## src/rtl/us_emu_pkg.sv

```systemverilog
// us_emu_pkg: shared state encoding, counter widths and jitter LFSR constants
// for the ultrasonic echo emulator.
package us_emu_pkg;

    typedef enum logic [2:0] {IDLE, TRIG_HI, DELAY, ECHO, HOLDOFF} state_t;

    localparam int CNT_W = 16;
    localparam logic [7:0] LFSR_SEED = 8'hA5;
    // Fibonacci taps 8,6,5,4 expressed as bit positions 7,5,4,3
    localparam logic [7:0] LFSR_TAPS = 8'b1011_1000;

    function automatic logic [7:0] lfsr_next(input logic [7:0] l);
        return {l[6:0], ^(l & LFSR_TAPS)};
    endfunction

endpackage

```

## src/rtl/us_tick_prescaler.sv

```systemverilog
// us_tick_prescaler: emits a one-cycle tick every TICK_DIV enabled cycles,
// restartable from zero with i_clear.
module us_tick_prescaler
    import us_emu_pkg::*;
#(
    parameter int TICK_DIV = 50
) (
    input  logic i_clk,
    input  logic i_rst_n,
    input  logic i_clear,
    input  logic i_enable,
    output logic o_tick
);

    localparam logic [CNT_W-1:0] L_LAST = CNT_W'(TICK_DIV - 1);

    logic [CNT_W-1:0] r_cnt;

    assign o_tick = i_enable && (r_cnt == L_LAST);

    always_ff @(posedge i_clk) begin
        if (!i_rst_n || i_clear)
            r_cnt <= '0;
        else if (i_enable)
            r_cnt <= o_tick ? '0 : r_cnt + 1'b1;
    end

endmodule

```

## src/rtl/us_echo_emulator.sv

```systemverilog
// us_echo_emulator: sensor-side trigger/echo responder; echo width encodes dist_cm.
// Define US_EMU_JITTER_EN to add 0..7 ticks of LFSR jitter to each echo.
module us_echo_emulator
    import us_emu_pkg::*;
#(
    parameter int TICK_DIV      = 50,
    parameter int MIN_TRIG_US   = 10,
    parameter int ECHO_DELAY_US = 500,
    parameter int US_PER_CM     = 58,
    parameter int MAX_CM        = 400,
    parameter int MAX_ECHO_US   = 38000,
    parameter int HOLDOFF_US    = 1000
) (
    input  logic       CLK50MHZ,
    input  logic       resetn,
    input  logic       trig,
    input  logic [8:0] dist_cm,
    output logic       echo,
    output logic       busy,
    output logic       trig_err
);

    // The rise-detect cycle is not counted, so the threshold is one less
    localparam logic [CNT_W-1:0] L_MIN_W    = CNT_W'(MIN_TRIG_US * TICK_DIV - 1);
    localparam logic [CNT_W-1:0] L_DELAY    = CNT_W'(ECHO_DELAY_US);
    localparam logic [CNT_W-1:0] L_HOLDOFF  = CNT_W'(HOLDOFF_US);
    localparam logic [CNT_W-1:0] L_MAX_ECHO = CNT_W'(MAX_ECHO_US);
    localparam logic [8:0]       L_MAX_CM   = 9'(MAX_CM);

    state_t           r_state, w_next;
    logic [1:0]       r_sync;
    logic             r_ts_d, r_echo, r_trig_err;
    logic [CNT_W-1:0] r_width, r_ticks, r_echo_us;
    logic [CNT_W-1:0] w_base, w_echo_us, w_dur;
    logic             w_ts, w_rise, w_tick, w_done, w_err, w_accept, w_take;

    assign w_ts     = r_sync[1];
    assign w_rise   = w_ts && !r_ts_d;
    assign w_accept = r_width >= L_MIN_W;
    assign w_take   = (r_state == TRIG_HI) && !w_ts && w_accept;
    assign w_base   = (dist_cm == 9'd0 || dist_cm > L_MAX_CM) ? L_MAX_ECHO
                                                            : CNT_W'(dist_cm * US_PER_CM);
    assign w_dur    = (r_state == DELAY) ? L_DELAY : (r_state == ECHO) ? r_echo_us : L_HOLDOFF;
    assign w_done   = w_tick && (r_ticks == w_dur - 16'd1);

`ifdef US_EMU_JITTER_EN
    logic [7:0] r_lfsr;

    assign w_echo_us = w_base + {13'd0, r_lfsr[2:0]};

    always_ff @(posedge CLK50MHZ) begin
        if (!resetn)
            r_lfsr <= LFSR_SEED;
        else if (w_take)
            r_lfsr <= lfsr_next(r_lfsr);
    end
`else
    assign w_echo_us = w_base;
`endif

    us_tick_prescaler #(.TICK_DIV(TICK_DIV)) u_prescaler (
        .i_clk    (CLK50MHZ),
        .i_rst_n  (resetn),
        .i_clear  (w_next != r_state),
        .i_enable (r_state inside {DELAY, ECHO, HOLDOFF}),
        .o_tick   (w_tick)
    );

    always_comb begin
        w_next = r_state;
        w_err  = 1'b0;
        case (r_state)
            IDLE:    w_next = w_rise ? TRIG_HI : IDLE;
            TRIG_HI: begin
                w_next = w_ts ? TRIG_HI : (w_accept ? DELAY : IDLE);
                w_err  = !w_ts && !w_accept;
            end
            DELAY:   w_next = w_done ? ECHO : DELAY;
            ECHO:    w_next = w_done ? HOLDOFF : ECHO;
            HOLDOFF: w_next = w_done ? IDLE : HOLDOFF;
            default: w_next = IDLE;
        endcase
    end

    always_ff @(posedge CLK50MHZ) begin
        if (!resetn) begin
            r_state    <= IDLE;
            r_sync     <= '0;
            r_ts_d     <= 1'b0;
            r_echo     <= 1'b0;
            r_trig_err <= 1'b0;
            r_width    <= '0;
            r_ticks    <= '0;
            r_echo_us  <= '0;
        end else begin
            r_state    <= w_next;
            r_sync     <= {r_sync[0], trig};
            r_ts_d     <= w_ts;
            r_echo     <= (w_next == ECHO);
            r_trig_err <= w_err;
            r_ticks    <= (w_next != r_state) ? '0 : r_ticks + CNT_W'(w_tick);
            if (r_state == IDLE && w_rise)
                r_width <= '0;
            else if (r_state == TRIG_HI && w_ts && r_width != '1)
                r_width <= r_width + 1'b1;
            if (w_take)
                r_echo_us <= w_echo_us;
        end
    end

    assign echo     = r_echo;
    assign busy     = (r_state != IDLE);
    assign trig_err = r_trig_err;

endmodule

```

## config.mk

```make
export PLATFORM = sky130hd
export DESIGN_NAME = us_echo_emulator
export DESIGN_NICKNAME = d
export VERILOG_FILES = /design/src/rtl/us_emu_pkg.sv /design/src/rtl/us_tick_prescaler.sv /design/src/rtl/us_echo_emulator.sv
export SDC_FILE = /design/constraint.sdc
export NUM_CORES = 1
export LEC_CHECK = 0
export ABC_AREA = 1
export CAP_MARGIN = 40
export CORE_MARGIN = 4
export CORE_UTILIZATION = 45
export DETAILED_ROUTE_END_ITERATION = 8
export HOLD_SLACK_MARGIN = 0.06
export PLACE_DENSITY = 0.6
export SLEW_MARGIN = 25
export SYNTH_ARGS = -nofsm -noshare
export SYNTH_HDL_FRONTEND = slang
export SYNTH_SLANG_ARGS = --single-unit
```

## constraint.sdc

```tcl
create_clock -name CLK50MHZ -period 3.5 [get_ports CLK50MHZ]
set_input_delay 0.525 -clock CLK50MHZ [delete_from_list [all_inputs] [get_ports CLK50MHZ]]
set_output_delay 0.525 -clock CLK50MHZ [all_outputs]
set_load 0.005 [all_outputs]
```

Yosys cells after proc, flatten, opt, wreduce, memory -nomap -nowiden
Index checks and enable logic that the tools add are counted.
{"block": "totals", "wordCells": 59, "in_bits": 12, "regBits": 72}
{"block": "op_classes", "reduce_logical": 22, "eq_ne": 9, "muxes": 11, "n_addsub": 4, "order_cmp": 2, "n_mul": 1, "n_bitwise": 1}
{"operator": "2-to-1 mux 16 bit", "n": 4}
{"operator": "adder 16 x 1 -> 16 bit, second input constant", "n": 2}
{"operator": "adder 16 x 1 -> 16 bit", "n": 1}
{"operator": "equality test 16 bit", "n": 1}
{"operator": "equality test 16 x 6 -> 1 bit, second input constant", "n": 1}
{"operator": "greater-or-equal comparator 16 x 9 -> 1 bit, second input constant", "n": 1}
{"operator": "!= test 16 bit, second input constant", "n": 1}
{"operator": "subtractor 16 x 1 -> 16 bit, second input constant", "n": 1}
{"operator": "one-hot mux 3 bit (5 select lines)", "n": 1}
{"operator": "multiplier 9 x 5 -> 14 bit, second input constant", "n": 1}
{"operator": "equality test 3 x 2 -> 1 bit, second input constant", "n": 3}
{"operator": "> comparator 9 bit, second input constant", "n": 1}
{"operator": "logical AND 1 bit", "n": 9}
{"operator": "logical NOT 9 bit", "n": 1}
{"operator": "2-to-1 mux 3 bit", "n": 2}
{"operator": "nonzero test 3 bit", "n": 2}
{"operator": "logical NOT 1 bit", "n": 4}
{"operator": "2-to-1 mux 2 bit", "n": 2}
{"operator": "OR reduction 2 bit", "n": 2}
{"operator": "equality test 3 x 1 -> 1 bit, second input constant", "n": 1}
{"operator": "equality test 3 bit, second input constant", "n": 1}
{"operator": "logical NOT 3 bit", "n": 1}
{"operator": "!= test 3 bit", "n": 1}
{"operator": "logical OR 1 bit", "n": 2}
{"operator": "other kinds (3)", "n": 4}

Depth between registers and ports, before layout
Gate-level depths: netlist of the first run.
{"block": "depth", "depth_word": 10, "mapped_depth": 24, "ltp_nobuf": 21}

Modules after synthesis
A second synthesis of the first run with hierarchy kept.
{"block": "hier_totals", "cells_unflattened": 771, "hier_area_um2": 5313.8}
{"mod": "us_echo_emulator", "instances": 1, "cells_each": 637, "seq_area_each_um2": 1101.1, "area_each_um2": 4425.5}
{"mod": "us_tick_prescaler", "instances": 1, "cells_each": 134, "seq_area_each_um2": 320.3, "area_each_um2": 888.4}

Worst setup path before layout of the first run
No wires, ideal clock.
{"block": "synth_path", "kind": "input-to-reg", "from": "input dist_cm[2]", "to": "register r_echo_us[12]", "path_stages": 15, "arrival_ns": 3.076, "setup_time_ns": 0.121, "slack_ns": 0.303, "t_required_ns": 3.379, "cell_sequence": "fa_1 ha_1 inv_1 fa_1 inv_1 ha_1 a21o_1 nand3_1 nand2_1 a21oi_1 nor2_1 o21ai_0 nand2_1 xnor2_1 a21oi_1"}
{"block": "synth_via", "elab_chain_len": 3}
{"element": "from (decl)", "line_no": "us_echo_emulator.sv:17", "text": "input logic [8:0] dist_cm,"}
{"element": "parallel branches: the longest is 2 deep, another holds multiplier 9 x 5 -> 14 bit"}
{"element": "2-to-1 mux 16 bit (*)", "line_no": "us_echo_emulator.sv:41", "text": "assign w_base = (dist_cm == 9'd0 || dist_cm > L_MAX_CM) ? L_MAX_ECHO"}
{"element": "to (signal assigned)", "line_no": "us_echo_emulator.sv:107", "text": "r_echo_us <= w_echo_us;"}
{"element": "to (decl)", "line_no": "us_echo_emulator.sv:33", "text": "logic [CNT_W-1:0] r_width, r_ticks, r_echo_us;"}
Mark *: on every way between the ends.
A chain may end at the register's enable or synchronous reset.

Final worst setup path of the first run
{"block": "layout_path", "from": "input dist_cm[6]", "to": "register r_echo_us[14]"}
Same word-level chain as after synthesis.

==> summary.md, run 1 <==
| Metric | Value |
|---|---|
| Status | finished, final reports clean |
| GR peak layer | met2 |
| Vias per cell | roughly 4.9 |
| Met2 Use GR | 29.4% |
| DRT antenna net count | 0 |
| All-layer global routing usage | roughly 18% |
| CP Max Fanout | 4 |
| Post-synthesis sequential area ratio | about a quarter |
| Port bufs | 14 |
| Post-DP HPWL | just over 9000 µm |
| Clk_lat worst skew | around 0.34 ns |
| Die area | roughly 0.014 mm² |
| Nets@finish | about 880 |
| Element type at the critical path start | input port |
| Skew final | slightly below 0.009 ns |
| Leak | between 2 and 3 nW |
| Synth Flop Type | dfxtp_1 |
| Largest net degree at the start of global routing | 25 |
| FF+latch count, synth | ~70 |
| CP Class | in -> reg |
| Commonest non-fill, non-tap cell in the layout | nand2_1 |
| Postcts setup bufs | 0 |
| Routing usage on met3 | approximately 4.6% |
| Max cap viols | 0 |
| Initial Util | a little under half |
| Sum Neg Setup Slack | 0 ns |
| Met1 usage | approximately 22% |
| FF-to-FF path depth | 16 |
| Diodes inserted | 0 |
| Yosys warnings | 0 |
| Iteration count of the initial detailed-routing pass | 5 |
| Design area | 0.00639 mm² |
| WP data required | 3.72 ns |
| Clock sinks | 71 |
| Slew @ Worst Pin | between 0.4 and 0.5 ns |
| Final hold viol count | 0 |
| Period utilisation layout | a little over nine tenths |
| Worst min-delay path class | reg -> reg |
| First-pass GRT wire length | 20,700 µm |
| Most frequent cells in the layout | nand2_1, inv_1, nor2_1 |
| Rel. slew slack | just over 70% |
| Synth Cell Area | between 0.005 and 0.006 mm² |
| Initial DRC Count | approximately 210 |
| Share of flip-flops with an asynchronous set or reset | 0% |
| Routed wire length | between 10,000 and 15,000 µm |
| Post-DP Area | 0.00608 mm² |
| Achievable clock frequency | 304 MHz |
| Worst-path clk slew | about 0.060 ns |
| Minimum clock period | around 3.3 ns |
| Row cnt | 40 |
| Clock Path Buffers | 2 |
| Post-Synthesis Cells | a little under 800 |
| P&R area growth vs syn | 14.7% |
| CTS H-tree lvls | 3 |
| Synth unique cells | 46 |
| I/O pin cnt | 15 |
| Initial antenna violation count | 0 |
| Cts hold-fix bufs | 0 |
| Syn Area/Cell | 7.25 µm² |
| DR WL/cell | between 10 and 15 µm |
| Vias | roughly 4.8k |
| DRC viols | 0 |
| Pins Over Slew Limit | 0 |
| TritonCTS Buffers | 9 |
| Peak VDD IR | around 0.27 mV |
| Layout cells sized above 1 | approximately 16% |
| Placer Congestion | 0.827 |
| Vias in the first global route | roughly 4.7k |
| Total Power | 2.33 mW |
| Number of flops mapped to enable cells by yosys | 0 |
| CTS tree | built |
| WHS Path Cells | 2 |
| Die Wd | 119 µm |
| GRT overflow | 0 |
| Core Region | between 0.01 and 0.015 mm² |
| Syn nets | approximately 840 |
| Final Setup Violations | 0 |
| Height of the die | 119 µm |
| Setup crit end kind | flop |
| CP Data Arrival Time | approximately 3.5 ns |
| Clk root buf | clkbuf_16 |
| Pwr dens | ~360 mW/mm² |
[per-layer routing]
metal / share of wire [%] / vias up
met3: 2.9 / 12
met2: 48 / 45
met1: 47 / 2219
li1: - / 2537
met5: 0 / -
met4: 1.2 / 0
[per-stage QoR]
stage               hold WS, ns  cells  util (%)  setup WS (ns)
finish                    0.424    989      53.0          0.210
floorplan                 0.390    769         -          0.303
CTS                       0.425    989      52.9         0.0178
global route              0.435    989      53.0       -0.00197
detailed placement        0.410    973      50.4         -0.446
global placement          0.407    973      50.4         -0.419
[synth_stat cells (2+ instances only)]
cell       instances  share of area, %
buf_6              2              0.40
o21a_1             2              0.27
a21oi_1           43               3.9
inv_1            126               8.5
nor3_1            21               1.9
xor2_1            26               4.1
nor2_1            78               5.3
nor2_4            38               7.7
a211oi_1           3              0.40
or2_2              6              0.67
o21ai_0           15               1.3
xnor2_1            4              0.63
a31oi_1            2              0.22
nand2_1          152                10
ha_1              41               9.2
buf_12             3               1.1
o2111ai_1          2              0.31
dfxtp_1           71                26
clkinv_1           2              0.13
nor4_1             6              0.67
nand3_2            8               1.4
fa_1              13               4.7
nor2_2             2              0.22
nand3_1           52               4.7
nand3b_1           5              0.67
clkbuf_1           3              0.20
nand2_2           14               1.6
o22ai_1            2              0.22
nand4_1           10               1.1
[where the power goes]
| part | switching, mW | total, mW | internal (mW) |
|---|---|---|---|
| Sequential | 0.00134 | 0.812 | 0.810 |
| Combinational | 0.301 | 0.575 | 0.274 |
| Clock | 0.367 | 0.941 | 0.574 |
| Total | 0.669 | 2.33 | 1.66 |
[registers in the layout, summed over array words and instances, names as in the netlist]
| signal | flops |
|---|---|
| echo | 1 |
| r_echo_us | 15 |
| r_state | 3 |
| r_sync | 2 |
| r_ticks | 16 |
| r_ts_d | 1 |
| r_width | 16 |
| trig_err | 1 |
| u_prescaler.r_cnt | 16 |
[layout make-up]
class,count,area [µm²]
clock buffers,10,239
clock inverters,6,68.8
fillers,1195,5670
inverters,130,489
multi-input cells,558,3560
flip-flops and latches,71,1420
well taps,168,210
repair buffers,46,402
[repair_timing]
| item | 4_1_cts | 5_1_grt |
|---|---|---|
| pin swaps | 0 | 2 |
| resized for setup | 4 | 8 |
| setup endpoints to repair | 4 | 5 |
[worst max-delay path, stage by stage]
cell             delay [ns]
clkdlybuf4s50_1        0.50
fa_1                   0.43
ha_1                   0.29
inv_1                  0.05
fa_1                   0.49
inv_1                  0.04
ha_1                   0.32
a21oi_1                0.14
nand2_1                0.09
nand2_1                0.07
o2111ai_1              0.12
or2_2                  0.29
nand3_1                0.08
a21oi_1                0.07
[path summary, 6_finish.rpt]
path                                 start            end  slack [ns]
worst max-delay path            dist_cm[6]  r_echo_us[14]        0.21
worst min-delay path             r_sync[0]      r_sync[1]        0.42
worst max register to register  r_state[2]    r_ticks[14]        0.40
worst min register to register   r_sync[0]      r_sync[1]        0.42
[kinds of logic (layout without fill, tap and decap cells)]
family                     Yosys count  count (layout)  synth area share [%]
and+or+nand+nor                    396             396                  36.9
buffers and inverters              140             192                  10.8
AOI/OAI and AO/OA                   76              76                  7.63
DFF                                 71              71                  25.5
adders and majority gates           54              54                  13.9
xor gates and xnor gates            31              31                  5.12
muxes                                1               1                 0.202
Note: power is estimated with default switching activity, not from simulation.
==> inputs of run 2 (changes only) <==
Settings changed: SYNTH_HIERARCHICAL set to 1.
==> run 2 against run 1 <==
Compared with the run above:
- clock skew is essentially flat
- synthesized area shrank 4.6%
- critical endpoint unchanged
- hold slack lost 0.010 ns
- register-to-register slack lost 0.04 ns
==> summary.md, run 2 <==
| Metric | Value |
|---|---|
| Largest net degree at the start of global routing | 20 (was 25) |
| Vias in the first global route | 4,374 (was 4,670) |
| Post-DP HPWL | 9260 µm (was 9300 µm) |
| Slowest CP cell | fa_1 (was clkdlybuf4s50_1) |
| Post-Synth Adder-Cell Area | 14.6% (was 13.9%) |
| Peak VDD IR | 0.452 mV (was 0.271 mV) |
| Largest delay share family, worst path | adder cells (unchanged) |
| Vias | 4,785 (was 4,813) |
| Mux contribution to synthesized area | 0% (was 0.202%) |
| Top cells by instance count after synthesis | nand2_1, inv_1, nor2_1, dfxtp_1, nand3_1 (unchanged) |
| Worst min-delay path class | reg -> reg (unchanged) |
| Syn Area/Cell | 6.89 µm² (was 7.25 µm²) |
| Placer Congestion | 0.830 (was 0.827) |
| Commonest non-fill, non-tap cell in the layout | nand2_1 (unchanged) |
| Period utilisation layout | 96.3% (was 94.0%) |
| Core Util, Final | 54.8% (was 53.0%) |
| Most numerous cell in the Yosys netlist | nand2_1 (unchanged) |
| Sequential cell area | 0.00143 mm² (was 0.00142 mm²) |
| Skew final | 0.00906 ns (was 0.00872 ns) |
| Synth Cell Area | 0.00531 mm² (was 0.00557 mm²) |
| Largest registers | r_ticks x16, r_width x16, u_prescaler/r_cnt x16 (was r_ticks x16, r_width x16, u_prescaler.r_cnt x16) |
| Vias per cell | 4.90 (was 4.87) |
| CP Data Arrival Time | 3.64 ns (was 3.51 ns) |
| Hold Slack | 0.414 ns (was 0.424 ns) |
| TritonCTS Buffers | 9 (unchanged) |
| FF+latch count, synth | 71 (unchanged) |
| I/O pin cnt | 15 (unchanged) |
| Buffers and inverters on the worst path | 4 (was 3) |
| Synth unique cells | 41 (was 46) |
| Met2 wire length | 5510 µm (was 5710 µm) |
| CP Class | in -> reg (unchanged) |
| Final hold viol count | 0 (unchanged) |
| Synth Flop Type | dfxtp_1 (unchanged) |
| Clk root buf | clkbuf_16 (unchanged) |
| Initial Util | 46.3% (was 46.2%) |
| DRC viols | 0 (unchanged) |
| Pins Over Slew Limit | 0 (unchanged) |
| First-pass GRT wire length | 19,500 µm (was 20,700 µm) |
| Most used cell, CP | nand2_1 |
| Reg-to-reg startpoint | r_state[1] (was r_state[2]) |
| Rel. slew slack | 63.8% (was 72.4%) |
| GRT overflow | 0 (unchanged) |
| Footprint of the multi-input gates | 0.00350 mm² (was 0.00356 mm²) |
| CTS H-tree lvls | 3 (unchanged) |
| CP startpoint | dist_cm[6] (unchanged) |
| DR WL/cell | 12.0 µm (was 11.9 µm) |
| Die area | 0.0136 mm² (was 0.0142 mm²) |
| Largest cells by area after synthesis | dfxtp_1, nand2_1, ha_1, inv_1, nor2_1 (was dfxtp_1, nand2_1, ha_1, inv_1, nor2_4) |
| P&R area growth vs syn | 18.2% (was 14.7%) |
| Non-filler cells, final | 976 (was 989) |
| Status | finished, final reports clean (unchanged) |
| Post-Synthesis Cells | 771 (was 769) |
| Hold_sp | r_sync[0] (unchanged) |
| Iteration count of the initial detailed-routing pass | 5 (unchanged) |
| Worst-path clk slew | 0.06 ns (about the same) |
| Pwr dens | 372 mW/mm² (was 364 mW/mm²) |
| Clk_lat worst skew | 0.34 ns (about the same) |
| CTS tree | built (unchanged) |
| FILL cells | 1,114 (was 1,195) |
| Routed wire length | 11,700 µm (was 11,800 µm) |
| Met1 Wirelength | 5670 µm (was 5580 µm) |
| Nets@finish | 894 (was 882) |
| Synth Area in XOR/XNOR | 5.77% (was 5.12%) |
| Share of flip-flops with an asynchronous set or reset | 0% (unchanged) |
| Initial antenna violation count | 0 (unchanged) |
| Largest family of logic cells by synthesized area | simple AND/OR/NAND/NOR gates (unchanged) |
| Setup crit end kind | flop (unchanged) |
| Yosys warnings | 6 (was 0) |
| Number of flops mapped to enable cells by yosys | 0 (unchanged) |
| Initial DRC Count | 174 (was 211) |
| Max layer used | met4 (unchanged) |
| WP data required | 3.77 ns (was 3.72 ns) |
| DRT antenna net count | 0 (unchanged) |
| Post-synthesis sequential area ratio | 26.7% (was 25.5%) |
| Post-synth top area share | 26.7% (was 25.5%) |
| Cell taking the most area after synthesis | dfxtp_1 (unchanged) |
| Most frequent cells in the layout | nand2_1, inv_1, nor2_1 (unchanged) |
| Dpl cells | 956 (was 973) |
| CP peak stage delay | 0.49 ns (was 0.50 ns) |
| Die Wd | 117 µm (was 119 µm) |
| Syn nets | 837 (was 835) |
| Post-synthesis compound-gate area fraction | 6.99% (was 7.63%) |
| CP Max Fanout | 3 (was 4) |
| Final Setup Violations | 0 (unchanged) |
| CP Cell Sequence | clkdlybuf4s15_1, fa_1, ha_1, inv_1, fa_1, inv_1, ha_4, nand2_1, inv_1, nand2_1, nand2_1, a21oi_2, nor2_1, o21ai_1, nand2_1, nand2_1, nand2_2, a21oi_2, nand2b_4, nand3_2, a21oi_2 (was clkdlybuf4s50_1, fa_1, ha_1, inv_1, fa_1, inv_1, ha_1, a21oi_1, nand2_1, nand2_1, o2111ai_1, or2_2, nand3_1, a21oi_1) |
| Core Region | 0.0115 mm² (was 0.0121 mm²) |
| Max cap viols | 0 (unchanged) |
| Leak | 2.72 nW (was 2.69 nW) |
| Minimum clock period | 3.37 ns (was 3.29 ns) |
| Total Power | 2.34 mW (was 2.33 mW) |
| Height of the die | 117 µm (was 119 µm) |
| Clock sinks | 71 (unchanged) |
| Element type at the critical path start | input port (unchanged) |
| Layout cells sized above 1 | 17.3% (was 15.6%) |
| Diodes inserted | 0 (unchanged) |
| Row cnt | 39 (was 40) |
| Clock Path Buffers | 2 (unchanged) |
| Post-Synth Simple-Gate Area | 36.1% (was 36.9%) |
| Slew @ Worst Pin | 0.537 ns (was 0.412 ns) |
| Port bufs | 14 (unchanged) |
| All-layer global routing usage | 17.7% (was 17.5%) |
| Achievable clock frequency | 297 MHz (was 304 MHz) |
| RSZ-0062 raised after global routing | yes |
| Sum Neg Setup Slack | 0 ns (unchanged) |
| Met3 wire length | 328 µm (was 343 µm) |
-- run 2: changes by cell type in the layout (fill, tap and decap cells not counted), sizes merged, moves of 4 or more --
cell	delta
nand2	+18
a21oi	-11
buf	+11
xnor2	+6
inv	-5
nor2	+5
clkbuf	+4
clkinv	-4
-- run 2: final cells by class --
cell class / count / area share, %
flip-flops and latches: 71 / 22.7
repair buffers: 56 / 6.81
multi-input cells: 569 / 55.7
well taps: 143 / 2.85
clock buffers: 10 / 3.64
clock inverters: 6 / 1.10
inverters: 121 / 7.23
-- run 2: timing repair --
item,4_1_cts,5_1_grt
setup buffers,0,4
setup endpoints to repair,4,35
pin swaps,0,20
resized for setup,14,40
endpoints found under the hold margin,0,0
hold buffers,0,0
-- run 2: kinds of logic after synthesis --
logic type	after synthesis
AND/OR/NAND/NOR	414
buffers and inverters	131
flip-flops	71
AO/OA/AOI/OAI	66
adder cells (fa/ha/maj)	54
XOR/XNOR	35
-- run 2: worst register-to-register path, delay by kind of cell, from the launching register on --
| family | cells | cell delay [ns] |
|---|---|---|
| AND/OR/NAND/NOR | 20 | 2.06 |
| AO/OA/AOI/OAI | 2 | 0.27 |
| flip-flops | 1 | 0.38 |
| buffers and inverters | 5 | 0.35 |
-- run 2: power breakdown --
group	internal [mW]	switching, mW
registers	0.810	0.00151
clock network	0.557	0.361
logic	0.298	0.310
-- run 2: metal layers --
| metal | vias to the layer above | GRT usage [%] |
|---|---|---|
| met3 | 21 | 3.37 |
| met1 | 2157 | 23.0 |
| li1 | 2535 | - |
| met4 | 0 | 6.19 |
| met2 | 72 | 29.6 |
| met5 | - | 0 |
-- run 2: metrics by stage --
step                      area [µm²]  setup WS, ns
after floorplan                 5310        0.0357
after global placement          5850        -0.616
after detailed placement        5850        -0.688
after CTS                       6160       0.00990
after global routing            6280        -0.112
final                           6280         0.130
-- run 2: final timing paths --
check,end,slack [ns],cells after the start
worst max register to register,u_prescaler/r_cnt[12],0.36,27
worst max-delay path,r_echo_us[14],0.13,21
worst min-delay path,r_sync[1],0.41,2
worst min register to register,r_sync[1],0.41,2
==> inputs of run 3 (changes only) <==
Settings changed: SLEW_MARGIN 25 to 30.
==> results of run 3 <==
The final DEF is identical to that of run 2; final timing and power are the same.
